===== config.mk =====
export PLATFORM = sky130hd
export DESIGN_NAME = gate_truth_table_sweeper
export DESIGN_NICKNAME = d
export VERILOG_FILES = /design/src/rtl/gate_truth_table_sweeper.sv
export SDC_FILE = /design/constraint.sdc
export NUM_CORES = 1
export LEC_CHECK = 0
export CAP_MARGIN = 20
export CORE_ASPECT_RATIO = 0.9
export CORE_MARGIN = 3
export CORE_UTILIZATION = 50
export CTS_BUF_LIST = sky130_fd_sc_hd__clkbuf_4 sky130_fd_sc_hd__clkbuf_8
export DETAILED_ROUTE_END_ITERATION = 7
export GPL_TIMING_DRIVEN = 0
export PLACE_DENSITY_LB_ADDON = 0.08
export SETUP_SLACK_MARGIN = 0.1
export SLEW_MARGIN = 5
export SYNTH_ARGS = -nofsm -noshare
export SYNTH_HDL_FRONTEND = slang
export SYNTH_SLANG_ARGS = --single-unit

===== constraint.sdc =====
create_clock -name Clock -period 1.8 [get_ports Clock]
set_clock_uncertainty 0.2 [all_clocks]
set_input_delay 0.27 -clock Clock [delete_from_list [all_inputs] [get_ports Clock]]
set_output_delay 0.27 -clock Clock [all_outputs]
set_load 0.005 [all_outputs]

===== src/rtl/gate_truth_table_sweeper.sv =====
// -----------------------------------------------------------------------------
// gate_truth_table_sweeper
//
// Walks every input combination of a combinational gate under test, holds
// each vector for a settle window, samples the gate's Result bit and builds a
// truth-table word. The captured table is compared against an expected table
// that is latched when the sweep is accepted.
//
// Parameters
//   NrOfInputs    number of gate inputs driven (1..4)
//   SettleCycles  cycles each vector is held before sampling (1..15)
//
// Ports
//   Clock          system clock, rising edge
//   Reset_n        asynchronous active-low reset
//   Start          sweep request, accepted only when idle
//   ExpectedTable  bit k = expected Result for GateInputs == k
//   GateResult     Result output of the gate under test
//   GateInputs     vector driven to the gate (bit0 -> Input_1, ...)
//   Busy           high while a sweep is running
//   Done           one-cycle pulse when a sweep completes
//   Pass           CapturedTable matched the latched table (valid from Done)
//   CapturedTable  sampled Result per vector
//
// Optional feature (macro SWEEPER_FAIL_INDEX_EN):
//   FirstFailIndex first vector whose sample disagreed with the expected bit
//   FailSeen       at least one vector disagreed during the sweep
// -----------------------------------------------------------------------------
module gate_truth_table_sweeper #(
    parameter int NrOfInputs   = 3,
    parameter int SettleCycles = 2
) (
    input  logic                         Clock,
    input  logic                         Reset_n,
    input  logic                         Start,
    input  logic [(2**NrOfInputs)-1:0]   ExpectedTable,
    input  logic                         GateResult,
    output logic [NrOfInputs-1:0]        GateInputs,
    output logic                         Busy,
    output logic                         Done,
    output logic                         Pass,
    output logic [(2**NrOfInputs)-1:0]   CapturedTable
`ifdef SWEEPER_FAIL_INDEX_EN
    ,
    output logic [NrOfInputs-1:0]        FirstFailIndex,
    output logic                         FailSeen
`endif
);

    localparam int                    TableW      = 2**NrOfInputs;
    localparam logic [NrOfInputs-1:0] LastIndex   = '1;
    localparam logic [3:0]            CountReload = 4'(SettleCycles - 1);

    typedef enum logic [1:0] {
        IDLE,
        SETTLE,
        SAMPLE,
        FINISH
    } state_t;

    state_t                  state_q,    state_d;
    logic [NrOfInputs-1:0]   index_q,    index_d;
    logic [3:0]              count_q,    count_d;
    logic [TableW-1:0]       expected_q, expected_d;
    logic [TableW-1:0]       captured_q, captured_d;
    logic                    busy_q,     busy_d;
    logic                    done_q,     done_d;
    logic                    pass_q,     pass_d;
`ifdef SWEEPER_FAIL_INDEX_EN
    logic                    fail_seen_q,  fail_seen_d;
    logic [NrOfInputs-1:0]   first_fail_q, first_fail_d;
`endif

    always_comb begin
        // NOTE: every variable gets its hold value first, so no path through
        // the case below can leave one unassigned and infer a latch.
        state_d    = state_q;
        index_d    = index_q;
        count_d    = count_q;
        expected_d = expected_q;
        captured_d = captured_q;
        busy_d     = busy_q;
        done_d     = 1'b0;
        pass_d     = pass_q;
`ifdef SWEEPER_FAIL_INDEX_EN
        fail_seen_d  = fail_seen_q;
        first_fail_d = first_fail_q;
`endif

        case (state_q)
            IDLE: begin
                index_d = '0;
                if (Start) begin
                    expected_d = ExpectedTable;
                    captured_d = '0;
                    pass_d     = 1'b0;
                    count_d    = CountReload;
                    busy_d     = 1'b1;
                    state_d    = SETTLE;
`ifdef SWEEPER_FAIL_INDEX_EN
                    fail_seen_d  = 1'b0;
                    first_fail_d = '0;
`endif
                end
            end

            SETTLE: begin
                if (count_q == 4'd0) begin
                    state_d = SAMPLE;
                end else begin
                    count_d = count_q - 4'd1;
                end
            end

            SAMPLE: begin
                captured_d[index_q] = GateResult;
`ifdef SWEEPER_FAIL_INDEX_EN
                if (!fail_seen_q && (GateResult != expected_q[index_q])) begin
                    fail_seen_d  = 1'b1;
                    first_fail_d = index_q;
                end
`endif
                // Termination compares against all-ones so the index never wraps.
                if (index_q == LastIndex) begin
                    // Compare uses captured_d so the final sample is included
                    // and Pass is already valid in the Done cycle.
                    pass_d  = (captured_d == expected_q);
                    done_d  = 1'b1;
                    busy_d  = 1'b0;
                    index_d = '0;
                    state_d = FINISH;
                end else begin
                    index_d = index_q + 1'b1;
                    count_d = CountReload;
                    state_d = SETTLE;
                end
            end

            FINISH: begin
                state_d = IDLE;
            end

            default: begin
                state_d = IDLE;
            end
        endcase
    end

    // NOTE: sequential state uses non-blocking assignments so every flop
    // samples the pre-edge value of its _d signal regardless of ordering.
    always_ff @(posedge Clock or negedge Reset_n) begin
        if (!Reset_n) begin
            state_q    <= IDLE;
            index_q    <= '0;
            count_q    <= '0;
            expected_q <= '0;
            captured_q <= '0;
            busy_q     <= 1'b0;
            done_q     <= 1'b0;
            pass_q     <= 1'b0;
`ifdef SWEEPER_FAIL_INDEX_EN
            fail_seen_q  <= 1'b0;
            first_fail_q <= '0;
`endif
        end else begin
            state_q    <= state_d;
            index_q    <= index_d;
            count_q    <= count_d;
            expected_q <= expected_d;
            captured_q <= captured_d;
            busy_q     <= busy_d;
            done_q     <= done_d;
            pass_q     <= pass_d;
`ifdef SWEEPER_FAIL_INDEX_EN
            fail_seen_q  <= fail_seen_d;
            first_fail_q <= first_fail_d;
`endif
        end
    end

    // The vector index doubles as the drive register; it is zero outside a sweep.
    assign GateInputs    = index_q;
    assign Busy          = busy_q;
    assign Done          = done_q;
    assign Pass          = pass_q;
    assign CapturedTable = captured_q;
`ifdef SWEEPER_FAIL_INDEX_EN
    assign FailSeen       = fail_seen_q;
    assign FirstFailIndex = first_fail_q;
`endif

endmodule


==> results.md <==
- Sw Ratio: 0.3939
- Slew margin rel.: 0.5592
- Worst slack at placement: -0.3157 ns
- Req. time, crit path: 1.87 ns
- Total core area: 0.002905 mm^2
- Crit path capture type: flop
- Initial Util: 0.5547
- Yosys warns: 0
- Max stage delay on crit path: 0.42 ns
- Hold slack final: 0.1105 ns
- PwrDens: 1325 mW/mm^2
- Mapped cell area: 0.001612 mm^2
- Area Overhead vs Synth: 53.11%
- Die Wd: 65.85 um
- Mapped Nets: 176
- Cell Int Power: 1.982 mW
- Leakage: 1.202 nW
- Clock share of power: 0.089
- Initial drt markers: 126
- Post-route insts no fill: 263
- Synth async-reset ratio: 1.000
- Gpl congestion: 0.8590
- Vias in the first global route: 1589
- Seq pwr share: 0.316
- First-pass GRT wire length: 8.052 mm
- RSZ-0062 raised after global routing: yes
- EDFF count, synth: 0
- Kind of cell adding the most delay to the critical path: simple AND/OR/NAND/NOR gates
- Distinct cells, synth: 40
- Least-Margin Pin Slew: 0.6592 ns
- Worst r2r path cells: 6
- CTS Buffer Depth: 2
- Row count: 18
- Commonest non-fill, non-tap cell in the layout: buf_4
- Reg2Reg Setup Slack: -0.0009 ns
- Max H-tree Level: 1
- Clk root buf: clkbuf_4
- Router iterations before antenna repair: 4
- Grt total ovfl: 0
- Final worst-path cycle share: 1.000
- Detail Route Antenna Nets: 0
- Nets: 240
- R2R Path Start: count_q[1]
- Pin count of the biggest net entering global routing: 18
- CP startpoint: count_q[1]
- Tot GR Track Use: 0.2708
- Max-cap viol count: 0
- Most frequent cells in the layout: buf_4 (30), dfrtp_1 (27), mux2_2 (12)
- Placed Cells: 226
- # DRC: 0
- Die Y: 59.86 um
- Critical R2R Capture: count_q[1]
- DR vias/cell: 5.882
- Avg Inst Size Synth: 10.07 um^2
- Kind of start point of the critical path: flop
- Met2 WL: 2.391 mm
- Post-DP HPWL: 2.804 mm
- Synth Register Bits: 28
- Initial antenna violation count: 0
- Ant. Diodes: 0
- WP depth: 6
- Routed wire per std cell: 18.48 um
- Critical path class: reg -> reg
- Count of pins over their slew limit: 0
- CP Cell Sequence: inv_2 -> ha_4 -> or3b_4 -> nor2b_4 -> or3_1 -> o21ai_1
- Utilization after layout: 0.8493
- Share of cells above drive strength 1: 0.4036
- Failing checks: setup timing
- Post-route minimum period: 1.801 ns
- Largest vdd supply drop: 1.090 mV
- Slowest CP cell: dfrtp_1
- Hold-fix buffer count after cts: 0
- CP arrival: 1.87 ns
- Clk_lat worst skew: 0.34 ns
- Post-synth top flop: dfrtp_1
- Met1 Wirelength: 2.118 mm
- Crit path capture: count_q[1]
- Logic gate share of total power: 0.595
- Total CTS buffers: 3
- Via count: 1547
- Seq/Total Area, Yosys: 0.4348
- Worst Path Buf+Inv: 1
- WL final: 4.859 mm
- Highest Signal Layer: met4
- CTS tree: built
- CP max FO: 4
- Post-synthesis cell count: 160
- Clk sinks: 28
- Final Hold Fails: 0
- Switch Pwr: 1.288 mW
- Fin Setup TNS: -0.0008973 ns
- Clk slew on worst S/H paths: 0.16 ns
- Worst setup slack after layout: -0.0008973 ns
- Outcome: complete, but fails checks
- Die ar.: 0.003941 mm^2
- Type of the most critical hold path: in -> async
- Port Buffers: 25
- Io pins: 26
- Fmax: 555.3 MHz
- Final setup fails: 1
- Met3 WL: 315 um
metrics by stage:
| step | instance area, um^2 | power (mW) |
|---|---|---|
| 6_report | 2467 | 3.270 |
| 5_1_grt | 2467 | 3.477 |
| 3_3_place_gp | 1948 | 2.196 |
| 3_5_place_dp | 1976 | 2.250 |
| 2_1_floorplan | 1648 | 1.868 |
| 4_1_cts | 2347 | 3.003 |
registers in the layout, summed over array words and instances, names as in the netlist:
register and count:
Done 1, Busy 1, GateInputs 3, state_q 2, expected_q 8, Pass 1
count_q 4, CapturedTable 8
cell families after synthesis:
kind of cell             after synthesis  share of synthesized area
XOR/XNOR                               8                    0.04348
flip-flops                            28                     0.4348
adder cells (fa/ha/maj)                4                    0.03106
AND/OR/NAND/NOR                       50                     0.1677
buffers and inverters                 13                    0.04115
multiplexers                          14                    0.09627
AO/OA/AOI/OAI                         43                     0.1856
final cells by class:
| type | instances | area, um^2 |
|---|---|---|
| fillers | 164 | 437.9 |
| clock buffers | 4 | 30.03 |
| inverters | 5 | 18.77 |
| multi-input cells | 119 | 1017 |
| flip-flops and latches | 28 | 701.9 |
| well taps | 40 | 50.05 |
| repair buffers | 59 | 563.0 |
| plain buffers | 8 | 86.33 |
Yosys cell counts, types with 2 or more instances:
cell type | number | area (um^2)
dfrtp_1 | 28 | 700.7
nor2_1 | 6 | 22.52
mux2_2 | 12 | 135.1
nand3_1 | 3 | 15.01
inv_1 | 3 | 11.26
buf_4 | 3 | 22.52
a21o_1 | 2 | 15.01
o21ai_0 | 9 | 45.04
nor2b_1 | 6 | 37.54
ha_1 | 4 | 50.05
nand4_1 | 3 | 18.77
a21oi_1 | 5 | 25.02
o21ai_1 | 6 | 30.03
nor3_1 | 3 | 15.01
inv_2 | 2 | 7.510
nand2b_1 | 8 | 50.05
a31oi_1 | 2 | 12.51
xor2_1 | 3 | 26.28
o221ai_1 | 2 | 17.52
buf_2 | 5 | 25.02
mux2i_1 | 2 | 20.02
nor3b_1 | 2 | 15.01
a22o_1 | 9 | 78.83
nand2_1 | 12 | 45.04
xnor2_1 | 5 | 43.79
worst min path at each step:
stage / startpoint / to / slack (ns) / cells after the start
final: Reset_n / GateInputs[1] / 0.11 / 1
after global routing: Reset_n / GateInputs[1] / 0.15 / 1
after CTS: Reset_n / GateInputs[1] / 0.12 / 1
after detailed placement: Busy / Busy / 0.28 / 1
after global placement: Busy / Busy / 0.26 / 1
after floorplan: Reset_n / Busy / -0.23 / 0
repair_timing:
item | CTS | global route
setup endpoints to repair | 33 | 25
gates resized for setup | 38 | 22
pin swaps | 8 | 3
cloned | 0 | 0
setup buffers | 27 | 6
layer usage:
| layer | vias to the layer above | track usage |
|---|---|---|
| met3 | 4 | 0.05263 |
| met2 | 78 | 0.4643 |
| met5 | - | 0 |
| met4 | 0 | 0.04438 |
| met1 | 757 | 0.3624 |
| li1 | 708 | - |
power groups by stage:
stage / registers (mW) / logic [mW] / clock network (mW)
after global routing: 1.06 / 2.10 / 0.317
after floorplan: 1.01 / 0.862 / 0
after detailed placement: 1.07 / 1.18 / 0
after CTS: 1.02 / 1.68 / 0.297
final: 1.03 / 1.95 / 0.291
after global placement: 1.06 / 1.14 / 0
Note: power is estimated with default switching activity, not from simulation.
